### src/rtl/arith_pkg.sv
// ---------------------------------------------------------------------------
// arith_pkg
//   Shared definitions for the bit-serial arithmetic cells.
//   - state_e : FSM encoding used by the serial adder (IDLE / RUN / DONE;
//               encoding 2'd3 is unused and recovers to IDLE).
//   - clog2   : elaboration-time ceil(log2(value)), used to size counters.
// ---------------------------------------------------------------------------
`timescale 1ns/1ps

package arith_pkg;

  typedef enum logic [1:0] {
    IDLE = 2'd0,
    RUN  = 2'd1,
    DONE = 2'd2
  } state_e;

  // ceil(log2(value)); returns 0 for value <= 1.
  function automatic int clog2(input int value);
    int r;
    int v;
    r = 0;
    v = value - 1;
    while (v > 0) begin
      r = r + 1;
      v = v >> 1;
    end
    return r;
  endfunction

endpackage

### src/rtl/full_adder.sv
// ---------------------------------------------------------------------------
// full_adder
//   Single-bit combinational full adder.
//   Ports:
//     a, b  in  1  addend bits
//     cin   in  1  carry in
//     s     out 1  sum bit  = a ^ b ^ cin
//     co    out 1  carry out = majority(a, b, cin)
// ---------------------------------------------------------------------------
`timescale 1ns/1ps

module full_adder (
  input  logic a,
  input  logic b,
  input  logic cin,
  output logic s,
  output logic co
);

  logic half_sum;

  assign half_sum = a ^ b;
  assign s        = half_sum ^ cin;
  assign co       = (a & b) | (cin & half_sum);

endmodule

### src/rtl/serial_adder.sv
// ---------------------------------------------------------------------------
// serial_adder
//   Bit-serial ripple adder computing A + B + CIN, one full-adder step per
//   clock, LSB first. One full-adder cell plus three shift registers; a
//   result takes WIDTH cycles after the operands are accepted.
//   Parameters:
//     WIDTH      operand / sum width (>= 1)
//   Ports:
//     clk        in   1      rising-edge clock
//     rst_n      in   1      asynchronous active-low reset
//     in_valid   in   1      a, b, cin valid
//     in_ready   out  1      high in IDLE: operands can be accepted
//     a, b       in   WIDTH  operands (unsigned or two's complement)
//     cin        in   1      carry in
//     out_valid  out  1      high in DONE: sum, cout, ovf valid
//     out_ready  in   1      consumer takes the result
//     sum        out  WIDTH  (a + b + cin) mod 2^WIDTH, registered
//     cout       out  1      unsigned carry out, registered
//     ovf        out  1      signed overflow, registered
// ---------------------------------------------------------------------------
`timescale 1ns/1ps

module serial_adder
  import arith_pkg::*;
#(
  parameter int WIDTH = 8
) (
  input  logic             clk,
  input  logic             rst_n,
  input  logic             in_valid,
  output logic             in_ready,
  input  logic [WIDTH-1:0] a,
  input  logic [WIDTH-1:0] b,
  input  logic             cin,
  output logic             out_valid,
  input  logic             out_ready,
  output logic [WIDTH-1:0] sum,
  output logic             cout,
  output logic             ovf
);

  // Counter only has to reach WIDTH-1; sized for WIDTH+1 values, min 1 bit.
  localparam int CNT_W_RAW = clog2(WIDTH + 1);
  localparam int CNT_W     = (CNT_W_RAW < 1) ? 1 : CNT_W_RAW;
  localparam logic [CNT_W-1:0] CNT_LAST = CNT_W'(WIDTH - 1);
  localparam logic [CNT_W-1:0] CNT_ONE  = CNT_W'(1);

  state_e             state_q, state_d;
  logic [WIDTH-1:0]   a_sh_q, a_sh_d;
  logic [WIDTH-1:0]   b_sh_q, b_sh_d;
  logic [WIDTH-1:0]   sum_sh_q, sum_sh_d;
  logic [CNT_W-1:0]   cnt_q, cnt_d;
  logic               carry_q, carry_d;
  logic               cout_q, cout_d;
  logic               ovf_q, ovf_d;

  logic               fa_s;
  logic               fa_co;
  logic [WIDTH-1:0]   sum_shifted;

  // The single arithmetic cell: always looks at the current LSBs.
  full_adder u_fa (
    .a   (a_sh_q[0]),
    .b   (b_sh_q[0]),
    .cin (carry_q),
    .s   (fa_s),
    .co  (fa_co)
  );

  // New sum bit enters at the MSB so that after WIDTH steps the first
  // (LSB) bit has travelled down to bit 0.
  generate
    if (WIDTH == 1) begin : g_sum_w1
      assign sum_shifted = fa_s;
    end else begin : g_sum_wn
      assign sum_shifted = {fa_s, sum_sh_q[WIDTH-1:1]};
    end
  endgenerate

  always_comb begin
    state_d   = state_q;
    a_sh_d    = a_sh_q;
    b_sh_d    = b_sh_q;
    sum_sh_d  = sum_sh_q;
    cnt_d     = cnt_q;
    carry_d   = carry_q;
    cout_d    = cout_q;
    ovf_d     = ovf_q;
    in_ready  = 1'b0;
    out_valid = 1'b0;

    case (state_q)
      IDLE: begin
        in_ready = 1'b1;
        if (in_valid) begin
          a_sh_d   = a;
          b_sh_d   = b;
          carry_d  = cin;
          sum_sh_d = '0;
          cnt_d    = '0;
          state_d  = RUN;
        end
      end

      RUN: begin
        sum_sh_d = sum_shifted;
        a_sh_d   = a_sh_q >> 1;
        b_sh_d   = b_sh_q >> 1;
        carry_d  = fa_co;
        cnt_d    = cnt_q + CNT_ONE;
        if (cnt_q == CNT_LAST) begin
          // On the MSB step carry_q is the carry into the MSB.
          ovf_d   = carry_q ^ fa_co;
          cout_d  = fa_co;
          state_d = DONE;
        end
      end

      DONE: begin
        out_valid = 1'b1;
        if (out_ready) begin
          state_d = IDLE;
        end
      end

      default: begin
        state_d = IDLE;
      end
    endcase
  end

  always_ff @(posedge clk or negedge rst_n) begin
    if (!rst_n) begin
      state_q  <= IDLE;
      a_sh_q   <= '0;
      b_sh_q   <= '0;
      sum_sh_q <= '0;
      cnt_q    <= '0;
      carry_q  <= 1'b0;
      cout_q   <= 1'b0;
      ovf_q    <= 1'b0;
    end else begin
      state_q  <= state_d;
      a_sh_q   <= a_sh_d;
      b_sh_q   <= b_sh_d;
      sum_sh_q <= sum_sh_d;
      cnt_q    <= cnt_d;
      carry_q  <= carry_d;
      cout_q   <= cout_d;
      ovf_q    <= ovf_d;
    end
  end

  assign sum  = sum_sh_q;
  assign cout = cout_q;
  assign ovf  = ovf_q;

endmodule
### config.mk
export PLATFORM = sky130hd
export DESIGN_NAME = serial_adder
export DESIGN_NICKNAME = d
export VERILOG_FILES = /design/src/rtl/arith_pkg.sv /design/src/rtl/full_adder.sv /design/src/rtl/serial_adder.sv
export SDC_FILE = /design/constraint.sdc
export NUM_CORES = 1
export LEC_CHECK = 0
export BUFFER_PORTS_ARGS = -buffer_cell sky130_fd_sc_hd__buf_2
export CAP_MARGIN = 20
export CORE_ASPECT_RATIO = 0.8
export CORE_UTILIZATION = 40
export DETAILED_ROUTE_END_ITERATION = 10
export GPL_TIMING_DRIVEN = 0
export HOLD_SLACK_MARGIN = 0.1
export MAX_ROUTING_LAYER = met4
export SYNTH_ARGS = -nofsm -noshare
export SYNTH_HDL_FRONTEND = slang
export SYNTH_SLANG_ARGS = --single-unit
### constraint.sdc
create_clock -name clk -period 1.3 [get_ports clk]
set_input_delay 0 -clock clk [delete_from_list [all_inputs] [get_ports clk]]
set_output_delay 0 -clock clk [all_outputs]
set_load 0.005 [all_outputs]
==> metrics.csv <==
metric;value;unit
vias;1360;
cts_tree;done;
vias_per_cell;5.15;
leakage;1.05;nW
end_kind;flop;
critPathArrivalTime;1.52;ns
power_frac_seq;41.1;%
path_delay_family;adder cells;
hold_viol;0;
p_int;2.80;mW
seq_area_frac_synth;50.0;%
min_path_type;in -> reg;
overflow;0;
path_max_fanout;2;
routed_wl;3830;um
syn-cell-area;1650;um2
grt_max_degree;34;
yosysWarnings;0;
finalClockSkew;0.00438;ns
cts_buffer_depth;2;
synth_fp_nets;171;
h-tree-depth;2;
failed_checks;setup timing;
start_util;42.6;%
worstPathCellList;inv_2 -> fa_2 -> xnor2_1 -> mux2_4;
setup_slack;-0.0482;ns
grt_first_pass_wirelength;6400;um
powerDensity;1970;nW/um2
comb_power_share;41.0;%
fp-row-count;20;
place.gp.congestion;0.753;
dr_wl_met3;155;um
areaGrowthSynthToFinish;32.0;%
p_sw_share;34.8;%
power.switching;1.50;mW
crit_buf_inv;1;
die_area;4390;um2
firstDrtPassIters;4;
min_period_over_period;104;%
slowest_stage;fa_2;
maxCapViolCount;0;
finalSetupTns;-0.0482;ns
cts_buffers;5;
clkTransAtPathRegs;0.06;ns
final_common_cell;buf_2;
yosysTopAreaCellShare;50.0;%
tightest_slew;0.736;ns
max_stage_delay;0.41;ns
status;complete, but fails checks;
dpl.hpwl;2520;um
final_net_count;232;
antenna_cells;0;
grt_setup_unrepaired;yes;
drv_slew;0;
fillCellCount;346;
track_usage;20.9;%
clkPwrFrac;17.9;%
setup_violations;1;
required;1.47;ns
startpoint_type;flop;
clk_latency;0.28;ns
met2_length;1820;um
antenna_found_initial;0;
fmax;742;MHz
finalPower;4.30;mW
synth_cells;148;
ys_seq_elements;33;
wl_per_cell;14.5;um
slew-limit-headroom;50.9;%
period_needed;1.35;ns
yosysTopAreaCell;dfrtp_1;
ios;33;
final_cell_mix;33 x buf_2, 31 x dfrtp_1, 18 x dlygate4sd3_1;
post-route-drc-count;0;
postSynthAreaPerCell;11.2;um2
synthTopCellsByArea;dfrtp_1 50%, a22oi_1 5.9%, a22o_1 4.8%;
die_x;73.9;um
wl_met1;1840;um
port_buffers;32;
coreArea;3880;um2
top_layer_used;met4;
ant_nets;0;
drive_above_1_share;34.4;%
die_h;59.5;um
worstSetupPathType;reg -> reg;
cts_root_buf;clkbuf_8;
cts_num_sinks;33;
grt_pass1_vias;1344;
drt_iter0_drc;50;
synth_cell_types;34;
vdd_drop_max;873;uV
==> logic make-up after synthesis <==
kind of cell / after synthesis / synth area share (%)
compound gates: 62 / 24.5
xor+xnor: 1 / 0.530
fa+ha+maj: 2 / 1.97
buf+inv: 15 / 8.40
flops: 33 / 50.0
mux: 3 / 1.97
simple gates: 32 / 12.6
==> what timing repair did <==
action                                  4_1_cts  5_1_grt
endpoints found under the setup margin        3       10
hold buffers                                 18        0
pin swaps                                     2        0
setup buffers                                 3        2
hold endpoints to repair                     50        0
gates resized for setup                       5        3
==> final cells by class <==
type,count,area (um2),area share (%)
Multi-Input combinational cell,100,701,32.1
Tap cell,55,68.8,3.15
Inverter,5,18.8,0.860
Sequential cell,33,828,38.0
Timing Repair Buffer,55,378,17.3
Buffer,9,101,4.64
Clock buffer,7,86.3,3.96
==> synth_stat cells, drive strengths merged <==
| cell | count |
|---|---|
| a21oi | 15 |
| a22o | 9 |
| a22oi | 13 |
| a2bb2oi | 4 |
| and2b | 7 |
| and3b | 2 |
| buf | 6 |
| clkbuf | 2 |
| clkdlybuf4s15 | 1 |
| dfrtp | 33 |
| dlymetal6s2s | 1 |
| fa | 1 |
| ha | 1 |
| inv | 5 |
| mux2 | 2 |
| mux2i | 1 |
| nand2 | 7 |
| nand2b | 2 |
| nand3 | 3 |
| nor2 | 2 |
| nor2b | 8 |
| o21ai | 20 |
| o21bai | 1 |
| or3 | 1 |
| xnor2 | 1 |
==> metal layers <==
layer,global-route usage (%),vias to the layer above
met2,31.8,27
met3,6.80,2
met1,25.8,677
li1,-,654
met5,-,-
met4,7.97,0
==> power groups by stage <==
stage               logic (mW)  clock network [mW]  registers (mW)
global placement          1.59                   0            1.75
finish                    1.76               0.770            1.77
global route              1.94               0.853            1.83
CTS                       1.77               0.789            1.76
detailed placement        1.62                   0            1.78
floorplan                 1.17                   0            1.71
==> final timing paths <==
check | start | to | slack [ns] | cells past startpoint
min | b[1] | b_sh_q[1] | 0.12 | 4
min in group asynchronous | rst_n | ovf | 0.32 | 2
max reg2reg | carry_q | ovf | -0.05 | 4
min reg2reg | b_sh_q[1] | b_sh_q[1] | 0.49 | 2
max in group asynchronous | rst_n | state_q[0] | 0.46 | 2
max | carry_q | ovf | -0.05 | 4
==> registers in the layout, indices dropped and copies added (netlist names) <==
| signal | cells |
|---|---|
| cout | 1 |
| state_q | 2 |
| a_sh_q | 8 |
| b_sh_q | 8 |
| ovf | 1 |
| cnt_q | 4 |
| carry_q | 1 |
| sum | 8 |
==> worst register-to-register path, delay by kind of cell (launching register included) <==
family	cells	cell delay, ns
xor+xnor	1	0.14
fa+ha+maj	1	0.41
buf+inv	1	0.06
flops	1	0.36
mux	1	0.27
==> per-stage QoR <==
| step | std cells | area (um2) | util, % | setup WS [ns] | hold WS [ns] |
|---|---|---|---|---|---|
| after floorplan | 148 | 1660 | - | 0.000650 | -0.296 |
| after global placement | 235 | 1880 | 48.6 | -0.0643 | 0.0987 |
| after detailed placement | 235 | 1880 | 48.6 | -0.0811 | 0.0989 |
| after CTS | 263 | 2180 | 56.3 | -0.0321 | 0.113 |
| after global routing | 264 | 2180 | 56.3 | -0.0945 | 0.129 |
| final | 264 | 2180 | 56.3 | -0.0482 | 0.118 |
No activity file was read; power rests on OpenSTA's default activity.
